===== src/rtl/clk_div_multi_if.sv =====
// clk_div_multi_if: divisor write port, channel enables and divided outputs for clk_div_multi
interface clk_div_multi_if #(
  parameter int NUM_CH = 4,
  parameter int CNT_W = 32
);
  localparam int SEL_W = NUM_CH > 1 ? $clog2(NUM_CH) : 1;
  logic              div_we;
  logic [SEL_W-1:0]  div_sel;
  logic [CNT_W-1:0]  div_half;
  logic [NUM_CH-1:0] ch_en;
  logic [NUM_CH-1:0] clk_out;
  logic [NUM_CH-1:0] tick;
  modport master (output div_we, div_sel, div_half, ch_en, input clk_out, tick);
  modport slave (input div_we, div_sel, div_half, ch_en, output clk_out, tick);
endinterface


===== src/rtl/clk_div_multi.sv =====
// clk_div_multi: multi-channel 50% square-wave divider with shadowed divisors; tick pulses only when CLK_DIV_MULTI_TICK_EN is defined
module clk_div_multi #(
  parameter int NUM_CH = 4,
  parameter int CNT_W = 32,
  parameter int DEFAULT_HALF = 1250000
) (
  input logic clk_in,
  input logic reset,
  clk_div_multi_if.slave bus
);
  localparam int SEL_W = NUM_CH > 1 ? $clog2(NUM_CH) : 1;
  localparam logic [CNT_W-1:0] RST_HALF = CNT_W'(DEFAULT_HALF);
  logic [CNT_W-1:0]  half_in;
  logic [NUM_CH-1:0] clk_q;
  logic [NUM_CH-1:0] tick_q;
  assign half_in = bus.div_half == '0 ? CNT_W'(1) : bus.div_half;
  assign bus.clk_out = clk_q;
  assign bus.tick = tick_q;
  for (genvar i = 0; i < NUM_CH; i++) begin : g_ch
    logic [CNT_W-1:0] cnt;
    logic [CNT_W-1:0] active;
    logic [CNT_W-1:0] shadow;
    logic             we;
    logic             bnd;
    logic             clk_r;
    // out-of-range selects match no channel, so they are dropped here
    assign we = bus.div_we && bus.div_sel == SEL_W'(i);
    assign bnd = bus.ch_en[i] && cnt == active - CNT_W'(1);
    always_ff @(posedge clk_in) begin
      if (reset) begin
        cnt <= '0;
        clk_r <= 1'b0;
        active <= RST_HALF;
        shadow <= RST_HALF;
      end else begin
        if (we) shadow <= half_in;
        if (!bus.ch_en[i]) begin
          cnt <= '0;
          clk_r <= 1'b0;
          active <= shadow;
        end else if (bnd) begin
          cnt <= '0;
          clk_r <= ~clk_r;
          active <= we ? half_in : shadow;
        end else begin
          cnt <= cnt + CNT_W'(1);
        end
      end
    end
    assign clk_q[i] = clk_r;
`ifdef CLK_DIV_MULTI_TICK_EN
    logic tick_r;
    always_ff @(posedge clk_in) tick_r <= !reset && bnd && !clk_r;
    assign tick_q[i] = tick_r;
`endif
  end
`ifndef CLK_DIV_MULTI_TICK_EN
  assign tick_q = '0;
`endif
endmodule


===== src/flat_wrapper.sv =====
// flat-port wrapper written by rule: the top's interface ports become plain ports
module clk_div_multi_flat 
#(
  parameter int NUM_CH = 4,
  parameter int CNT_W = 32,
  parameter int DEFAULT_HALF = 1250000
)
  (clk_in, reset, bus_div_we, bus_div_sel, bus_div_half, bus_ch_en, bus_clk_out, bus_tick);
  clk_div_multi_if #(.NUM_CH(NUM_CH), .CNT_W(CNT_W)) bus_i ();
  input logic clk_in;
  input logic reset;
  input wire logic [$bits(bus_i.div_we)-1:0] bus_div_we;
  input wire logic [$bits(bus_i.div_sel)-1:0] bus_div_sel;
  input wire logic [$bits(bus_i.div_half)-1:0] bus_div_half;
  input wire logic [$bits(bus_i.ch_en)-1:0] bus_ch_en;
  output wire logic [$bits(bus_i.clk_out)-1:0] bus_clk_out;
  output wire logic [$bits(bus_i.tick)-1:0] bus_tick;
  assign bus_i.div_we = bus_div_we;
  assign bus_i.div_sel = bus_div_sel;
  assign bus_i.div_half = bus_div_half;
  assign bus_i.ch_en = bus_ch_en;
  assign bus_clk_out = bus_i.clk_out;
  assign bus_tick = bus_i.tick;
  clk_div_multi #(.NUM_CH(NUM_CH), .CNT_W(CNT_W), .DEFAULT_HALF(DEFAULT_HALF)) u_core (.clk_in(clk_in), .reset(reset), .bus(bus_i));
endmodule

===== config.mk =====
export PLATFORM = sky130hd
export DESIGN_NAME = clk_div_multi_flat
export DESIGN_NICKNAME = d
export VERILOG_FILES = /design/src/rtl/clk_div_multi_if.sv /design/src/rtl/clk_div_multi.sv /design/src/flat_wrapper.sv
export SDC_FILE = /design/constraint.sdc
export NUM_CORES = 1
export LEC_CHECK = 0
export CAP_MARGIN = 20
export CORE_ASPECT_RATIO = 0.7
export CORE_UTILIZATION = 55
export DETAILED_ROUTE_END_ITERATION = 6
export DONT_BUFFER_PORTS = 1
export PLACE_DENSITY = 0.78
export SYNTH_ARGS = -nofsm -noshare
export SYNTH_HDL_FRONTEND = slang
export SYNTH_SLANG_ARGS = --single-unit

===== constraint.sdc =====
create_clock -name clk_in -period 6.1 [get_ports clk_in]
set_input_delay 0.61 -clock clk_in [delete_from_list [all_inputs] [get_ports clk_in]]
set_output_delay 0.61 -clock clk_in [all_outputs]
set_load 0.05 [all_outputs]

==> results.ini <==
[outcome]
status=finished, final reports clean

[synthesis]
synth-main-ff-cell=dfxtp_1
syn_inst=2633
syn_area_um2=21200
async_flop_share_pct=0
synth_edf_count=0
syn_area_per_cell_um2=8.04
ys_warn_count=0
synth_cell_type_count=85
synth.yosys.seq_area_share_pct=36.7
ys_seq_elements=388

[route]
wl_mm=58.8
vias=18800
vias_per_cell=6.24
ant_nets=0
first_iter_violations=2076
drtPass1Iterations=6
drc_errors=0
wire_per_inst_um=19.5

[power]
cellLeakagePower_nw=7.91
p_sw_w=0.00139
vdd_drop_max_v=0.000224
powerDensity_nw_per_um2=250
combPwrFrac_pct=7.5
seq_power_share_pct=48.4
intPower_w=0.00422
p_clk_share_pct=44.2
switching_share_pct=24.8

[grt]
antenna_found_initial=1
use_met2_pct=46.6
grt_use_met1_pct=39.8
top_usage_layer=met2
grt_pass1_vias=17400
grt_pass1_wl_mm=93.4
grtUsageMet3_pct=5.57
grt_usage_pct=29.1
grt_max_degree=223
grt-ovfl-total=0

[placed_design]
dp_slack_ps=1390
dp_hpwl_mm=40.1
io_buffers=0
gp_congestion=0.914
dp_cells=2941

[final_layout]
nets=2545
diodes=0
fillerInstances=3297
drive_above_1_share_pct=6.02
final_cell_mix=dfxtp_1, nand2_1, nor2_1
final_common_cell=dfxtp_1
area_growth_pct=5.84
fin_cells=3012

[critical_path]
r2r_cells=13
cp_max_fo=35
path_class=flip-flop to flip-flop
crit_path_end_kind=flip-flop
rrSetupSlack_ps=1600
r2r-end=u_core.g_ch[1].cnt[29]
crit_path_start_kind=flip-flop
critPathLaunch=u_core.g_ch[1].active[0]
cp_data_arrival_time_ps=4930
r2r-start=u_core.g_ch[1].active[0]
cp_data_required_time_ps=6530
endpoint=u_core.g_ch[1].cnt[29]

[hold_path]
hp-class=input pin to flip-flop

[clocking]
clockRootBuffer=clkbuf_16
clk_pin_slew_ps=70
clock_path_buffers=3
clk_latency_ps=550
cts_setup_buffers=0
htree_levels=2
numClockSinks=388
cts_hold_buf=0
cts_resized=0
cts_inserted_buffers=38
tritoncts=built

[die]
io-pin-count=49
start_util_pct=56.4
die_x_um=236
dieArea_um2=39300
rows=59
coreArea_um2=37500
die_y_um=166

[sta]
finClkSkew_ps=24.1
timing.final.ws_setup_ps=1600
clock.fmax_mhz=222
setup_viol=0
post-route-min-period_ps=4500
fin_crit_sh_pct=73.8
tightestPinTransition_ps=987
fin_tns_setup_ps=0
hold_violations=0
slew_viol_final=0
rsz0062_at_grt=no
relSlewSlack_pct=34.1
whs_ps=139

[run]
cap_violations=0

-- state kept, by name, indices dropped and copies added, names as in the netlist --
register and cells:
u_core.g_ch.shadow 128, u_core.g_ch.cnt 128, u_core.g_ch.active 128, u_core.g_ch.clk_r 4
-- routing by layer --
layer,vias to the layer above,wire length (um)
li1,8917,-
met5,-,103
met2,721,26600
met3,102,4790
met4,3,1460
met1,9051,25800
-- metrics by stage --
| step | instance area (um2) | util, % | power [W] |
|---|---|---|---|
| 4_1_cts | 22300 | 59.6 | 0.00562 |
| 3_5_place_dp | 21000 | 56.1 | 0.00317 |
| 2_1_floorplan | 21200 | - | 0.00311 |
| 5_1_grt | 22400 | 59.7 | 0.00577 |
| 3_3_place_gp | 21000 | 56.1 | 0.00315 |
| 6_report | 22400 | 59.7 | 0.00561 |
-- worst min-delay path by stage --
stage	from	endpoint	slack, ps	cells after the start
2_1_floorplan	u_core.g_ch[2].shadow[30]	u_core.g_ch[2].shadow[30]	430	2
3_3_place_gp	u_core.g_ch[0].shadow[8]	u_core.g_ch[0].shadow[8]	440	2
3_5_place_dp	u_core.g_ch[0].shadow[22]	u_core.g_ch[0].shadow[22]	450	2
4_1_cts	bus_ch_en[2]	u_core.g_ch[2].active[8]	120	1
5_1_grt	bus_ch_en[2]	u_core.g_ch[2].active[2]	130	1
6_report	bus_ch_en[2]	u_core.g_ch[2].active[8]	140	1
-- power groups by stage --
stage	logic (W)	clock network (W)	registers [W]
6_report	0.000419	0.00248	0.00271
5_1_grt	0.000462	0.00259	0.00272
4_1_cts	0.000408	0.00251	0.00271
2_1_floorplan	0.000387	0	0.00272
3_3_place_gp	0.000392	0	0.00276
3_5_place_dp	0.000404	0	0.00276
-- critical path, cell delays in order, from the launching register on --
cell	delay [ps]
dfxtp_1	380
inv_1	90
ha_1	360
nor3b_1	620
nand4_2	360
and4bb_2	460
nand4b_1	120
o211ai_1	110
a31oi_1	70
or4_2	610
buf_4	340
nand3_1	520
buf_8	250
nor2_1	70
-- final cells by class --
class / instances / area [um2] / area share, %
timing repair buffer: 21 / 193 / 0.860
clock buffer: 52 / 1130 / 5.07
clock inverter: 16 / 164 / 0.732
sequential: 388 / 7770 / 34.7
inverter: 116 / 435 / 1.94
tap: 488 / 611 / 2.73
multi-input combinational: 1931 / 12100 / 54.0
-- cells by family after synthesis --
kind of cell    synth area share [%]
compound gates                  15.6
xor+xnor                        11.5
fa+ha+maj                      0.473
buf+inv                         6.24
flops                           36.7
mux                             3.78
other cells                   0.0177
simple gates                    25.7
-- cells in the mapped netlist, drive strengths merged (12+ instances only) --
master  instances  area [um2]
nor3           57         300
or4            27         210
xnor2         141        1230
a21oi         137         686
and4           17         149
nand3          92         460
or3            44         275
a31oi          14        87.6
buf            58         348
nand2b         44         275
o211ai         23         173
clkbuf        143         537
and3           41         257
nor2b          12        75.1
mux2i          72         721
inv           116         435
o22ai          24         150
a211oi         28         285
o21ai          72         360
nor2          270        1050
a21o           25         188
nand4          47         300
nand2         329        1230
a311o          16         160
nor4           57         409
xor2          137        1200
a221oi         47         412
dfxtp         388        7770
No activity file was read; power rests on OpenSTA's default activity.
